## config.mk

```make
export PLATFORM = sky130hd
export DESIGN_NAME = cell_tt_reader
export DESIGN_NICKNAME = d
export VERILOG_FILES = /design/src/rtl/cell_tt_pkg.sv /design/src/rtl/cell_tt_settle_cnt.sv /design/src/rtl/cell_tt_reader.sv
export SDC_FILE = /design/constraint.sdc
export NUM_CORES = 1
export LEC_CHECK = 0
export CORE_AREA = 2 2 151 153
export DETAILED_ROUTE_END_ITERATION = 6
export DIE_AREA = 0 0 153 155
export GPL_TIMING_DRIVEN = 0
export PLACE_DENSITY = 0.84
export SYNTH_ARGS = -nofsm -noshare
export SYNTH_HDL_FRONTEND = slang
export SYNTH_HIERARCHICAL = 1
export SYNTH_SLANG_ARGS = --single-unit
export TNS_END_PERCENT = 100
```

## constraint.sdc

```tcl
create_clock -name clk -period 2.73 [get_ports clk]
set_input_delay 0.546 -clock clk [delete_from_list [all_inputs] [get_ports clk]]
set_output_delay 0.546 -clock clk [all_outputs]
set_load 0.005 [all_outputs]
```

## src/rtl/cell_tt_pkg.sv

```systemverilog
// Shared definitions for the cell truth-table reader.
//   tt_state_t : reader FSM states
//   SETTLE_MIN : smallest legal settle time in cycles
//   nvec()     : number of stimulus vectors for a given input count
package cell_tt_pkg;

    typedef enum logic [1:0] {
        ST_IDLE,
        ST_SETTLE,
        ST_SAMPLE,
        ST_DONE
    } tt_state_t;

    localparam int SETTLE_MIN = 1;

    function automatic int nvec(input int nin);
        return 1 << nin;
    endfunction

endpackage : cell_tt_pkg

```

## src/rtl/cell_tt_settle_cnt.sv

```systemverilog
// Loadable down-counter with a zero flag, used to time the settle wait.
// Ports:
//   clk      : clock
//   clr      : synchronous active-low reset (count -> 0)
//   load     : load load_val (takes priority over dec)
//   load_val : value to load
//   dec      : decrement by one; holds at zero
//   zero     : count is zero
module cell_tt_settle_cnt #(
    parameter int W = 1
) (
    input  logic         clk,
    input  logic         clr,
    input  logic         load,
    input  logic [W-1:0] load_val,
    input  logic         dec,
    output logic         zero
);

    logic [W-1:0] cnt;

    // NOTE: sequential state is written only with non-blocking assignments so
    // every flop samples pre-edge values regardless of block ordering.
    always_ff @(posedge clk) begin
        if (!clr) begin
            cnt <= '0;
        end else if (load) begin
            cnt <= load_val;
        end else if (dec && (cnt != '0)) begin
            cnt <= cnt - 1'b1;
        end
    end

    assign zero = (cnt == '0);

endmodule : cell_tt_settle_cnt

```

## src/rtl/cell_tt_reader.sv

```systemverilog
// Sequential truth-table reader. On start it drives every input vector in
// ascending order, waits SETTLE cycles after each stimulus change, samples the
// cell response and assembles the complete truth table.
// Optional feature macro: CELL_TT_CHECK_EN (compare against an expected table).
// Ports:
//   clk          : clock, rising edge
//   clr          : synchronous active-low reset
//   start        : one-cycle request, accepted only in IDLE
//   stim         : registered stimulus to the cell under test
//   cell_out     : response of the cell under test
//   busy         : run in progress (excludes the done cycle)
//   done         : one-cycle completion pulse
//   tt           : truth table, tt[v] = response to stimulus v
//   exp_tt       : expected table (CELL_TT_CHECK_EN only)
//   mismatch_cnt : differing entries (CELL_TT_CHECK_EN only)
//   pass         : table matched at done (CELL_TT_CHECK_EN only)
module cell_tt_reader
    import cell_tt_pkg::*;
#(
    parameter int NIN    = 8,
    parameter int SETTLE = 1
) (
    input  logic                  clk,
    input  logic                  clr,
    input  logic                  start,
    output logic [NIN-1:0]        stim,
    input  logic                  cell_out,
    output logic                  busy,
    output logic                  done,
    output logic [nvec(NIN)-1:0]  tt
`ifdef CELL_TT_CHECK_EN
    ,
    input  logic [nvec(NIN)-1:0]  exp_tt,
    output logic [NIN:0]          mismatch_cnt,
    output logic                  pass
`endif
);

    // Settle times below the minimum are clamped rather than producing a
    // zero-cycle wait that would sample before the cell responds.
    localparam int SETTLE_EFF = (SETTLE < SETTLE_MIN) ? SETTLE_MIN : SETTLE;
    localparam int CW         = (SETTLE_EFF > 1) ? $clog2(SETTLE_EFF) : 1;
    localparam logic [CW-1:0]  RELOAD    = CW'(SETTLE_EFF - 1);
    localparam logic [NIN-1:0] LAST_VEC  = '1;

    tt_state_t state;
    logic      cnt_load;
    logic      cnt_dec;
    logic      cnt_zero;
    logic      last_vec;

    assign last_vec = (stim == LAST_VEC);

    // The counter is reloaded when a run starts and when moving to the next
    // vector, so every vector gets the same SETTLE-cycle wait.
    assign cnt_load = ((state == ST_IDLE) && start) ||
                      ((state == ST_SAMPLE) && !last_vec);
    assign cnt_dec  = (state == ST_SETTLE) && !cnt_zero;

    cell_tt_settle_cnt #(
        .W (CW)
    ) u_settle_cnt (
        .clk      (clk),
        .clr      (clr),
        .load     (cnt_load),
        .load_val (RELOAD),
        .dec      (cnt_dec),
        .zero     (cnt_zero)
    );

    always_ff @(posedge clk) begin
        if (!clr) begin
            state <= ST_IDLE;
            stim  <= '0;
            busy  <= 1'b0;
            done  <= 1'b0;
            // NOTE: the table is a plain flop vector, not a RAM, so clearing it
            // on reset is cheap and discards any partial results.
            tt    <= '0;
`ifdef CELL_TT_CHECK_EN
            mismatch_cnt <= '0;
            pass         <= 1'b0;
`endif
        end else begin
            done <= 1'b0;
            case (state)
                ST_IDLE: begin
                    if (start) begin
                        stim  <= '0;
                        busy  <= 1'b1;
                        state <= ST_SETTLE;
`ifdef CELL_TT_CHECK_EN
                        mismatch_cnt <= '0;
                        pass         <= 1'b0;
`endif
                    end
                end

                ST_SETTLE: begin
                    if (cnt_zero) begin
                        state <= ST_SAMPLE;
                    end
                end

                ST_SAMPLE: begin
                    tt[stim] <= cell_out;
`ifdef CELL_TT_CHECK_EN
                    if (cell_out != exp_tt[stim]) begin
                        mismatch_cnt <= mismatch_cnt + 1'b1;
                    end
`endif
                    if (last_vec) begin
                        // busy drops exactly as done rises; stim holds all-ones.
                        state <= ST_DONE;
                        busy  <= 1'b0;
                        done  <= 1'b1;
                    end else begin
                        stim  <= stim + 1'b1;
                        state <= ST_SETTLE;
                    end
                end

                ST_DONE: begin
                    // start is not looked at here; it is only accepted from IDLE.
                    state <= ST_IDLE;
`ifdef CELL_TT_CHECK_EN
                    pass <= (mismatch_cnt == '0);
`endif
                end

                default: begin
                    state <= ST_IDLE;
                end
            endcase
        end
    end

endmodule : cell_tt_reader

```

==> results of run 1 <==
## flip-flops by register name, summed over array words and instances (netlist names)
name and cells:
tt 256, stim 8, state 2, busy 1, done 1, u_settle_cnt/cnt 1
## through the flow
| stage | setup slack [ps] | total power, mW | instance area [um2] | instances | hold WS, ps |
|---|---|---|---|---|---|
| after floorplan | 1040 | 4.20 | 11700 | 1271 | 451 |
| after global placement | 178 | 4.29 | 14800 | 1825 | 444 |
| after detailed placement | 143 | 4.29 | 14800 | 1825 | 451 |
| after CTS | 215 | 8.04 | 15700 | 1873 | 459 |
| after global routing | 86.5 | 8.21 | 15700 | 1873 | 480 |
| final | 218 | 8.01 | 15700 | 1873 | 459 |
## logic make-up after synthesis
kind of cell             share of synthesized area (%)
AO/OA/AOI/OAI                                     1.28
adder cells (fa/ha/maj)                          0.427
AND/OR/NAND/NOR                                   23.1
flip-flops                                        45.9
buffers and inverters                             7.20
multiplexers                                      22.0
other                                           0.0320
## final cells by class
type / instances / area (um2) / area share [%]
clock inverter: 7 / 114 / 0.726
inverter: 5 / 18.8 / 0.120
buffer: 153 / 826 / 5.27
timing repair buffer: 269 / 2690 / 17.2
clock buffer: 41 / 788 / 5.03
sequential: 269 / 5390 / 34.3
tap: 285 / 357 / 2.27
multi-input combinational: 844 / 5500 / 35.1
## power by group through the flow
stage / Sequential, mW / Combinational [mW] / Clock, mW
floorplan: 4.02 / 0.178 / 0
detailed placement: 4.02 / 0.271 / 0
CTS: 3.94 / 0.273 / 3.83
global placement: 4.02 / 0.267 / 0
finish: 3.94 / 0.277 / 3.80
global route: 3.94 / 0.297 / 3.97
## layout by cell type, fill, tap and decap left out, types with 6 or more instances in the layout
cell	count
sky130_fd_sc_hd__clkbuf_2	8
sky130_fd_sc_hd__clkbuf_8	7
sky130_fd_sc_hd__nand2_1	263
sky130_fd_sc_hd__buf_6	20
sky130_fd_sc_hd__clkbuf_1	84
sky130_fd_sc_hd__buf_4	10
sky130_fd_sc_hd__clkbuf_16	27
sky130_fd_sc_hd__nand3_1	257
sky130_fd_sc_hd__clkdlybuf4s50_1	269
sky130_fd_sc_hd__buf_2	35
sky130_fd_sc_hd__mux2i_1	258
sky130_fd_sc_hd__dfxtp_1	269
sky130_fd_sc_hd__and4bb_2	6
## worst min-delay path, stage by stage, from the launching register on
cell and delay (ps):
sky130_fd_sc_hd__dfxtp_1 310, sky130_fd_sc_hd__nand2_1 50, sky130_fd_sc_hd__mux2i_1 50
## routing by layer
metal / GRT usage [%] / routed length [um] / up-vias
li1: - / - / 4919
met2: 48.1 / 17000 / 429
met4: 10.4 / 1180 / 0
met3: 7.16 / 3000 / 87
met5: 0 / 0 / -
met1: 34.5 / 14000 / 5082
## path summary, 6_finish.rpt
kind              endpoint     from  slack [ps]  depth (start not counted)
setup / recovery   tt[207]  stim[0]         220                          7
hold / removal     tt[154]  tt[154]         460                          2
setup reg to reg   tt[207]  stim[0]         220                          7
hold reg to reg    tt[154]  tt[154]         460                          2
==> results.md, run 1 <==
| Quantity | This run | Unit |
|:---|:---|:---|
| Outcome | finished, final reports clean | - |
| 1st-iter DRT viols | 551 | - |
| Maximum buffer depth of the clock tree | 3 | - |
| Num ports | 270 | - |
| Overall routing resource usage | 28.2 | % |
| Antenna diode count | 0 | - |
| Net load switching power | 1.76 | mW |
| Synth area leader | sky130_fd_sc_hd__dfxtp_1 | - |
| Cell occurring most often along the worst timing path | sky130_fd_sc_hd__clkbuf_1 | - |
| Period utilisation layout | 92.0 | % |
| Effective utilization at floorplan | 52.8 | % |
| Crit path max-delay family | buffers and inverters | - |
| Power Internal | 6.26 | mW |
| Transition time at the pin with the least slew margin | 843 | ps |
| Layout cells sized above 1 | 8.31 | % |
| Share of the yosys chip area belonging to registers | 45.9 | % |
| Required time at the endpoint of the critical path | 3120 | ps |
| Hold bufs inserted after CTS | 0 | - |
| Maximum capacitance violations | 0 | - |
| Final weighted congestion of routability-driven global placement | 0.861 | - |
| Maximum fanout encountered on the critical timing path | 10 | - |
| Estimated wirelength of the detail-placed design | 24.3 | mm |
| Commonest cells post-synth | sky130_fd_sc_hd__dfxtp_1, sky130_fd_sc_hd__nand2_1, sky130_fd_sc_hd__mux2i_1, sky130_fd_sc_hd__nand3_1, sky130_fd_sc_hd__clkbuf_1 | - |
| Arrival @ worst endpoint | 2900 | ps |
| Num CTS Buffers | 27 | - |
| Count of TritonRoute iterations in the first routing pass | 5 | - |
| Largest net degree at the start of global routing | 15 | - |
| Chip Width | 153 | um |
| Fillers | 1,689 | - |
| Source-to-sink clock delay at the later pin of the worst-skew pair | 540 | ps |
| CP peak stage delay | 470 | ps |
| Class of the tightest hold or removal check | register to register | - |
| Final period demand of the worst path | 2510 | ps |
| Post-CTS repair timing setup buffer count | 0 | - |
| Kind of end point of the critical path | register | - |
| Global-route wire length before repair | 54.8 | mm |
| DRC violations left | 0 | - |
| Clock power share | 47.4 | % |
| Static Leak | 7.01 | nW |
| Die area | 23,700 | um2 |
| Area contributors post-synth | sky130_fd_sc_hd__dfxtp_1, sky130_fd_sc_hd__mux2i_1, sky130_fd_sc_hd__nand3_1, sky130_fd_sc_hd__nand2_1, sky130_fd_sc_hd__clkbuf_1 | - |
| Total count of hold-check failures in the final report | 0 | - |
| Class of the most critical setup path | register to register | - |
| Number of gates resized after CTS | 0 | - |
| Vias in the first global route | 10,400 | - |
| Most used flip-flop cell after synthesis | sky130_fd_sc_hd__dfxtp_1 | - |
| Vias post-DR | 10,500 | - |
| Placeable Area | 22,200 | um2 |
| Antenna violations before repair | 0 | - |
| Area added between synthesis and finish | 33.7 | % |
| Height of the chip | 155 | um |
| Power density normalized to cell area | 511 | nW/um2 |
| Unique masters post-synth | 46 | - |
| Buffers & Inverters on Critical Path | 3 | - |
| Net switching fraction of the power | 21.9 | % |
| Number of flops mapped to enable cells by yosys | 0 | - |
| Worst setup SP type | register | - |
| Number of endpoints failing setup at the final stage | 0 | - |
| Summed negative setup slack over all endpoints | 0 | ps |
| Wirelength per Cell | 18.8 | um |
| Synth Register Bits | 269 | - |
| Root buf cell | sky130_fd_sc_hd__clkbuf_16 | - |
| Top-area cell type share of the netlist area | 45.9 | % |
| H-tree lvl count | 1 | - |
| Slew margin rel. | 43.8 | % |
| Slowest library cell on the worst path | sky130_fd_sc_hd__dfxtp_1 | - |
| Final wirelength | 35.2 | mm |
| Site row count | 55 | - |
| Unrepaired setup endpoints after global routing | no | - |
| Cell Area, Synth | 11,700 | um2 |
| Post-synthesis area per instance | 9.23 | um2 |
| Per-cell via count in the routed design | 5.62 | - |
| Cell count after synthesis | 1,271 | - |
| Clock transition at path regs | 60 | ps |
| Overflow left after global routing | 0 | - |
| Layout Nets | 1,577 | - |
| Worst-case vdd ir drop | 0.459 | mV |
| Post-route clock skew | 9.33 | ps |
| Total clock sinks | 269 | - |
| Max Clock Freq | 398 | MHz |
| Antenna Nets Post-Route | 0 | - |
| Count leader, synth | sky130_fd_sc_hd__dfxtp_1 | - |
| Sequential share of power | 49.1 | % |
| Port Buffer Count | 269 | - |
| Ordered list of cells on the worst path | ha_1 > clkbuf_1 > and3_1 > clkbuf_1 > buf_6 > nand3_1 > mux2i_1 | - |
| Post-synth net total | 1,279 | - |
| Combinational group share of total power | 3.5 | % |
| Post-synthesis async set-or-reset flop share | 0 | % |
| End-of-flow core utilization | 70.5 | % |
| CTS tree | done | - |
| Number of warnings issued by yosys | 6 | - |
| Final Max Slew Viols | 0 | - |
(Power assumes the default switching activity.)
==> run 2, diff against run 1 <==
Settings changed: SETUP_SLACK_MARGIN set to 0.05.
==> results of run 2 <==
No change in the layout: final DEF, timing and power equal those of run 1.
